## src/rtl/temporizer_core.sv

```systemverilog
// Countdown timer core: holds the remaining seconds and run state for the
// display writer, paced by a prescaler that wraps once per TICK_DIV clocks.
// Supports preset load (clamped to MAX_TIME), start/stop toggle on the rising
// edge of start_stop, synchronous clear and terminal-count detection.
module temporizer_core #(
  parameter int TICK_DIV = 100000000,
  parameter int MAX_TIME = 5999
) (
  input  logic        clk,
  input  logic        rst_n,
  input  logic        clear,
  input  logic        load,
  input  logic [15:0] load_value,
  input  logic        start_stop,
  output logic [15:0] time_out,
  output logic [1:0]  state,
  output logic        tick,
  output logic        done
);

  localparam int PW = $clog2(TICK_DIV);
  localparam logic [PW-1:0] PRESC_LAST = PW'(TICK_DIV - 1);
  localparam logic [15:0]   MAX_VAL    = 16'(MAX_TIME);

  typedef enum logic [1:0] {
    COUNTING = 2'b00,
    STOPPED  = 2'b01,
    FINISHED = 2'b11
  } state_t;

  state_t        state_q, state_d;
  logic [15:0]   time_q, time_d;
  logic [PW-1:0] presc_q, presc_d;
  logic          tick_q, tick_d;
  logic          done_q, done_d;
  logic          ss_q;
  logic          ss_edge;

  // Presets above the display range saturate to the largest loadable value.
  function automatic logic [15:0] clamp_time(input logic [15:0] v);
    return (v > MAX_VAL) ? MAX_VAL : v;
  endfunction

  // A held start_stop level yields a single toggle request.
  assign ss_edge = start_stop & ~ss_q;

  // Next-state logic; priority is clear, then load, then start/stop edge,
  // then prescaler advance.
  always_comb begin
    state_d = state_q;
    time_d  = time_q;
    presc_d = presc_q;
    tick_d  = 1'b0;
    done_d  = 1'b0;
    if (clear) begin
      state_d = STOPPED;
      time_d  = '0;
      presc_d = '0;
    end else if (load && (state_q != COUNTING)) begin
      // The edge in the same cycle is consumed by the load.
      state_d = STOPPED;
      time_d  = clamp_time(load_value);
      presc_d = '0;
    end else begin
      case (state_q)
        STOPPED: begin
          // Prescaler is frozen so a resume continues the partial second.
          if (ss_edge && (time_q != 16'd0)) state_d = COUNTING;
        end
        COUNTING: begin
          if (ss_edge) begin
            // Stop wins over a pending wrap; prescaler holds its value.
            state_d = STOPPED;
          end else if (presc_q == PRESC_LAST) begin
            presc_d = '0;
            tick_d  = 1'b1;
            if (time_q != 16'd0) begin
              time_d = time_q - 16'd1;
              if (time_q == 16'd1) begin
                state_d = FINISHED;
                done_d  = 1'b1;
              end
            end
          end else begin
            presc_d = presc_q + 1'b1;
          end
        end
        FINISHED: begin
          // Prescaler keeps running so tick paces the display colour cycle.
          if (presc_q == PRESC_LAST) begin
            presc_d = '0;
            tick_d  = 1'b1;
          end else begin
            presc_d = presc_q + 1'b1;
          end
        end
        default: state_d = STOPPED;
      endcase
    end
  end

  // State and output registers with asynchronous active-low reset.
  always_ff @(posedge clk or negedge rst_n) begin
    if (!rst_n) begin
      state_q <= STOPPED;
      time_q  <= '0;
      presc_q <= '0;
      tick_q  <= 1'b0;
      done_q  <= 1'b0;
      ss_q    <= 1'b0;
    end else begin
      state_q <= state_d;
      time_q  <= time_d;
      presc_q <= presc_d;
      tick_q  <= tick_d;
      done_q  <= done_d;
      ss_q    <= start_stop;
    end
  end

  assign time_out = time_q;
  assign state    = state_q;
  assign tick     = tick_q;
  assign done     = done_q;

endmodule

```

## config.mk

```make
export PLATFORM = sky130hd
export DESIGN_NAME = temporizer_core
export DESIGN_NICKNAME = d
export VERILOG_FILES = /design/src/rtl/temporizer_core.sv
export SDC_FILE = /design/constraint.sdc
export NUM_CORES = 1
export LEC_CHECK = 0
export CAP_MARGIN = 25
export CORE_MARGIN = 5
export CORE_UTILIZATION = 50
export DETAILED_ROUTE_END_ITERATION = 10
export PLACE_DENSITY_LB_ADDON = 0.12
export RECOVER_POWER = 25
export SLEW_MARGIN = 20
export SYNTH_ARGS = -nofsm -noshare
export SYNTH_HDL_FRONTEND = slang
export SYNTH_SLANG_ARGS = --single-unit
```

## constraint.sdc

```tcl
create_clock -name clk -period 4.6 [get_ports clk]
set_input_delay 0.69 -clock clk [delete_from_list [all_inputs] [get_ports clk]]
set_output_delay 0.69 -clock clk [all_outputs]
set_load 0.01 [all_outputs]
```

==> results of run 1 <==
## cells in the final DEF (no fill, tap or decap), types with 12 or more instances in the layout
cell type	n
nor2_1	36
o21ai_0	12
xnor2_1	14
dfrtp_1	47
xor2_1	15
nand3_1	14
nand2_1	30
clkdlybuf4s50_1	38
nand4_1	12
nor3_1	16
## layout make-up
cell class,count,share of cell area
multi-input combinational,247,0.456
sequential,48,0.351
timing repair buffer,44,0.123
tap,72,0.0263
clock buffer,5,0.0201
clock inverter,3,0.0124
inverter,11,0.0120
## stage by stage
stage	setup slack [ns]	area (um^2)
floorplan	2.16	2860
global placement	1.69	3320
detailed placement	1.63	3340
CTS	1.76	3450
global route	1.53	3430
finish	1.69	3430
## worst max path at each step
| stage | start | endpoint | depth (start not counted) |
|---|---|---|---|
| after floorplan | presc_q[0] | time_out[7] | 8 |
| after global placement | load | time_out[12] | 8 |
| after detailed placement | load | time_out[12] | 8 |
| after CTS | presc_q[10] | time_out[12] | 6 |
| after global routing | rst_n | presc_q[24] | 2 |
| final | time_out[10] | time_out[12] | 5 |
## critical path, stage by stage (launching register included)
cell     delay (ns)
dfrtp_1        0.44
or4_2          0.74
nor3_1         0.60
o31a_1         0.30
or2_1          0.52
o31ai_1        0.17
## cell families (layout without fill, tap and decap cells)
logic type	Yosys count	in the layout
and+or+nand+nor	149	149
adders and majority gates	9	9
AOI/OAI and AO/OA	60	60
buffers and inverters	19	63
DFF	48	48
xor gates and xnor gates	29	29
## routing by layer
layer,vias up,wire [um]
met4,0,85
met5,-,0
met3,8,348
met1,1243,3510
li1,1217,-
met2,77,2930
## sequential cells by signal (all words and copies together), names as in the netlist
register and cells:
tick 1, presc_q 27, done 1, time_out 16, ss_q 1, state 2
## power by group through the flow
stage / combinational [W] / sequential [W] / clock, W
global route: 0.000262 / 0.000469 / 0.000326
detailed placement: 0.000240 / 0.000472 / 0
CTS: 0.000242 / 0.000464 / 0.000311
global placement: 0.000237 / 0.000472 / 0
floorplan: 0.000136 / 0.000474 / 0
finish: 0.000241 / 0.000465 / 0.000302
==> summary.txt, run 1 <==
Timing
  • Fmax: around 0.34 GHz
  • Unrepaired setup endpoints after global routing: no
  • Setup TNS Final: 0 ns
  • Worst hold slack: 0.545 ns
  • Worst-Margin Slew: 1.38 ns
  • Max Slew Vio Count: 0
  • Fin crit period: 2.91 ns
  • Clk_skew: 0.00778 ns
  • Final period utilization: 0.633
  • Final Hold Viols: 0
  • Final setup viols: 0
  • Max-Slew Margin vs Limit: 0.0780

Worst setup path
  • Cell count of the worst reg-to-reg path: 5
  • Setup slack, reg-to-reg: between 1.5 and 2 ns
  • Reg2reg start: time_out[10]
  • Element type at the critical path start: register
  • Worst setup EP type: register
  • WP data arrival: 3.07 ns
  • CP Class: register to register
  • Crit path required time: approximately 4.8 ns
  • Reg-to-reg endpoint: time_out[12]
  • CP max FO: 11

Clocking
  • Clock sink count: 48
  • CTS tree: done
  • Clk root buf: clkbuf_8
  • Skew-Pair Late Insertion Delay: 0.30 ns
  • CTS Buf Count: 5
  • Post-CTS Setup Bufs: 0
  • Cts-stage hold buffer count: 0
  • Clk buf depth: 2
  • Clock slew at reported path FFs: 0.09 ns
  • Resize count post-CTS: 0
  • H-tree depth: 2

Die
  • # IOs: 41
  • Core area: 0.00554 mm^2
  • Starting Density: 0.517
  • FP Rows: 27
  • DIE HEIGHT: ~86 um
  • Die Area: 0.00734 mm^2
  • Die W: around 86 um

Finish
  • Area grow syn2layout: 19.7%
  • Fillers: 517
  • # diodes: 0
  • Nets: 387
  • Final Non-Filler Cells: 430
  • Multi-input combinational cell area: 0.00156 mm^2
  • Layout cells sized above 1: 0.0782
  • Post-layout util: 0.619
  • FF/Latch Area: 0.00120 mm^2

Power
  • Leakage: 1.39 nW
  • Internal power: 0.000705 W
  • Logic pwr share: 0.239
  • Clk pwr share: 0.299
  • Sw Pwr: 0.000303 W
  • Share of power burned in registers: 0.462
  • Pwr Density: approximately 290 mW/mm^2
  • Max VDD drop: 0.000234 V
  • Tot Pwr: just over 0.001 W
  • Switching share of power: 0.300

Route
  • Drt pass-1 iters: 4
  • Final wirelength: 6870 um
  • Antenna-violating nets left: 0
  • Initial DRC count: ~150
  • DRC violations left: 0
  • Vias after detailed routing: 2,545
  • Avg Vias per Cell: a little under 6
  • WL per Instance: 16.0 um

Logic synthesis
  • Yosys warning count: 0
  • #FFs+latches synth: 48
  • Syn_nets: roughly 340
  • Mapped Area: 0.00286 mm^2
  • Synth Area in Simple Gates: 0.280
  • Synth Instances: 314
  • Area leader, netlist: dfrtp_1
  • Synth Area in XOR/XNOR: 0.0887
  • Largest family of logic cells by synthesized area: simple AND/OR/NAND/NOR gates
  • Asr flop ratio synth: 1.00
  • Largest cells by area after synthesis: dfrtp_1 (41%), nor2_1 (4.7%), xor2_1 (4.6%), xnor2_1 (4.3%), ha_1 (3.9%)
  • Complex-gate fraction of the synthesized area: 0.138
  • Top post-synthesis cells by count: dfrtp_1 (47), nor2_1 (36), nand2_1 (30)
  • Synth Area per Inst: 9.12 um^2
  • Dominant synthesized flop cell: dfrtp_1
  • Sequential area share after synthesis: 0.420
  • Synth Area in Adders: 0.0393
  • Most frequent cell after synthesis: dfrtp_1
  • Multiplexer share of the synthesized area: 0
  • Post-synth EDFFs: 0
  • Netlist cell types: 53
  • Area share of the largest cell type after synthesis: 0.411

Global routing
  • Met3 usage in global routing: 0.0336
  • GR met2 Demand/Resource: 0.287
  • GRT overflow: 0
  • Global-route wire length before repair: 11,600 um
  • Largest net degree at the start of global routing: 26
  • Global routing's busiest layer: met1
  • Overall routing resource usage: 0.192
  • Met1 Use GR: 0.291
  • Vias in the first global route: 2,378
  • Initial antenna violation count: 0

Status
  • Status: finished clean

Worst hold path
  • Hold endpoint: presc_q[1]
  • Worst hold path stage count: 2
  • Min-Delay Path Class: register to register
  • Hold_sp: presc_q[1]

Placed design
  • Gpl congestion: 0.886
  • Hpwl dp: between 5000 and 6000 um
  • Port Buffers: 40
  • Dpl cells: 422

Job
  • Max Cap Viol: 0
Note: power is estimated with default switching activity, not from simulation.
==> inputs of run 2 (changes only) <==
- clock period: 4.6 -> 3 ns (I/O delays scaled with it)
==> summary.txt, run 2 (synthesized netlist as in run 1, its figures left out) <==
Timing
  • Final period utilization: 0.924
  • Fmax: 0.361 GHz
  • Clk_skew: 0.00744 ns
  • Fin crit period: 2.77 ns
  • Setup TNS Final: 0 ns
  • Unrepaired setup endpoints after global routing: no
  • Worst-Margin Slew: 1.39 ns
  • Final Hold Viols: 0
  • Final setup viols: 0
  • Max-Slew Margin vs Limit: 0.0720
  • Max Slew Vio Count: 0

Worst setup path
  • Crit-path max cell delay: between 0.5 and 0.6 ns
  • Crit path buffers/inverters: 0
  • Crit path required time: 3.20 ns
  • WP data arrival: ~3 ns
  • Delay-heaviest family, CP: simple AND/OR/NAND/NOR gates
  • Crit-path cells: or4b_4 -> nor4_4 -> nand4_4 -> o31a_1 -> or2_1 -> o31ai_1
  • Slowest CP cell: or4b_4
  • CP Class: register to register
  • Worst setup EP type: register
  • Element type at the critical path start: register
  • CP max FO: 11

Global routing
  • Global-route wire length before repair: 11,600 um
  • Largest net degree at the start of global routing: 26
  • Vias in the first global route: ~2.3k
  • GRT overflow: 0
  • Overall routing resource usage: 0.195
  • Initial antenna violation count: 0

Route
  • Vias after detailed routing: approximately 2.5k
  • DRC violations left: 0
  • Antenna-violating nets left: 0
  • Avg Vias per Cell: approximately 5.8
  • WL per Instance: around 16 um
  • Final wirelength: ~7000 um
  • Drt pass-1 iters: 5
  • Initial DRC count: 234

Clocking
  • Clk buf depth: 2
  • CTS tree: done
  • Skew-Pair Late Insertion Delay: 0.30 ns
  • Clock sink count: between 40 and 50
  • Cts-stage hold buffer count: 0
  • H-tree depth: 2
  • Clock slew at reported path FFs: about 0.090 ns
  • Clk root buf: clkbuf_8
  • Resize count post-CTS: 0
  • CTS Buf Count: 5
  • Post-CTS Setup Bufs: 0

Die
  • Core area: 0.00554 mm^2
  • DIE HEIGHT: roughly 86 um
  • Die W: 85.7 um
  • FP Rows: 27
  • Starting Density: 0.517
  • Die Area: approximately 0.0073 mm^2
  • # IOs: 41

Finish
  • Biggest register: presc_q
  • Area grow syn2layout: 20.4%
  • Commonest non-fill, non-tap cell in the layout: dfrtp_1
  • Fillers: 494
  • # diodes: 0
  • Nets: between 300 and 400
  • Post-layout util: 0.622
  • Final Non-Filler Cells: 433
  • Layout cells sized above 1: 0.0831
  • Multi-input combinational cell area: 0.00156 mm^2
  • FF/Latch Area: 0.00120 mm^2
  • Highest-count cells in the layout ignoring fill and taps: dfrtp_1 (47), clkdlybuf4s50_1 (38), nor2_1 (36), nand2_1 (30), nor3_1 (16)
  • Max reg flops: 27

Placed design
  • Gpl congestion: roughly 0.84
  • Hpwl dp: between 5000 and 6000 um
  • Dpl cells: 425
  • Port Buffers: 40

Status
  • Status: finished clean

Power
  • Pwr Density: between 400 and 500 mW/mm^2
  • Leakage: ~1.4 nW
  • Max VDD drop: slightly above 0.0003 V

Worst hold path
  • Min-Delay Path Class: input pin to asynchronous set/reset pin

Job
  • Max Cap Viol: 0
==> run 2: cell types whose count changed in the layout (fill, tap and decap cells not counted) <==
cell and change:
buf_4 +3, clkbuf_1 +1, clkinvlp_4 -1
==> run 2: area by class of cell <==
| type | instances | area share |
|---|---|---|
| clock buffers | 6 | 0.0210 |
| clock inverters | 2 | 0.0102 |
| inverters | 11 | 0.0120 |
| multi-input cells | 247 | 0.454 |
| flip-flops and latches | 48 | 0.349 |
| well taps | 72 | 0.0261 |
| repair buffers | 47 | 0.128 |
==> run 2: stage by stage <==
stage / power [W] / hold WS (ns) / area [um^2] / setup slack (ns)
after floorplan: 0.000936 / 0.154 / 2860 / 0.560
after global placement: 0.00109 / 0.525 / 3340 / 0.336
after detailed placement: 0.00110 / 0.475 / 3360 / 0.263
after CTS: 0.00156 / 0.150 / 3470 / 0.204
after global routing: 0.00164 / 0.524 / 3450 / 0.0901
final: 0.00155 / 0.388 / 3450 / 0.227
==> run 2: worst reg2reg max path: cells and delay by family, from the launching register on <==
family / cells / cell delay, ns
flip-flops: 1 / 0.44
AO/OA/AOI/OAI: 2 / 0.72
AND/OR/NAND/NOR: 4 / 1.52
==> run 2: power by group <==
part / switching, W / internal, W / leakage [nW]
logic: 0.000209 / 0.000167 / 0.700
clock network: 0.000216 / 0.000248 / 0.0552
registers: 0.0000413 / 0.000674 / 0.654
total: 0.000466 / 0.00109 / 1.41
==> run 2: per-layer routing <==
| layer | vias up | track usage | wire [um] |
|---|---|---|---|
| met4 | 0 | 0.0317 | 52 |
| met3 | 7 | 0.0461 | 490 |
| met2 | 99 | 0.275 | 2900 |
| li1 | 1224 | - | - |
| met5 | - | 0 | 0 |
| met1 | 1176 | 0.308 | 3420 |
==> run 2: final timing paths <==
kind | slack [ns] | startpoint | cells past startpoint | end
hold / removal | 0.39 | rst_n | 1 | ss_q
max in group asynchronous | 0.75 | rst_n | 2 | time_out[4]
setup reg to reg | 0.23 | presc_q[10] | 6 | time_out[12]
min in group clk | 0.54 | presc_q[1] | 2 | presc_q[1]
hold reg to reg | 0.54 | presc_q[1] | 2 | presc_q[1]
setup / recovery | 0.23 | presc_q[10] | 6 | time_out[12]
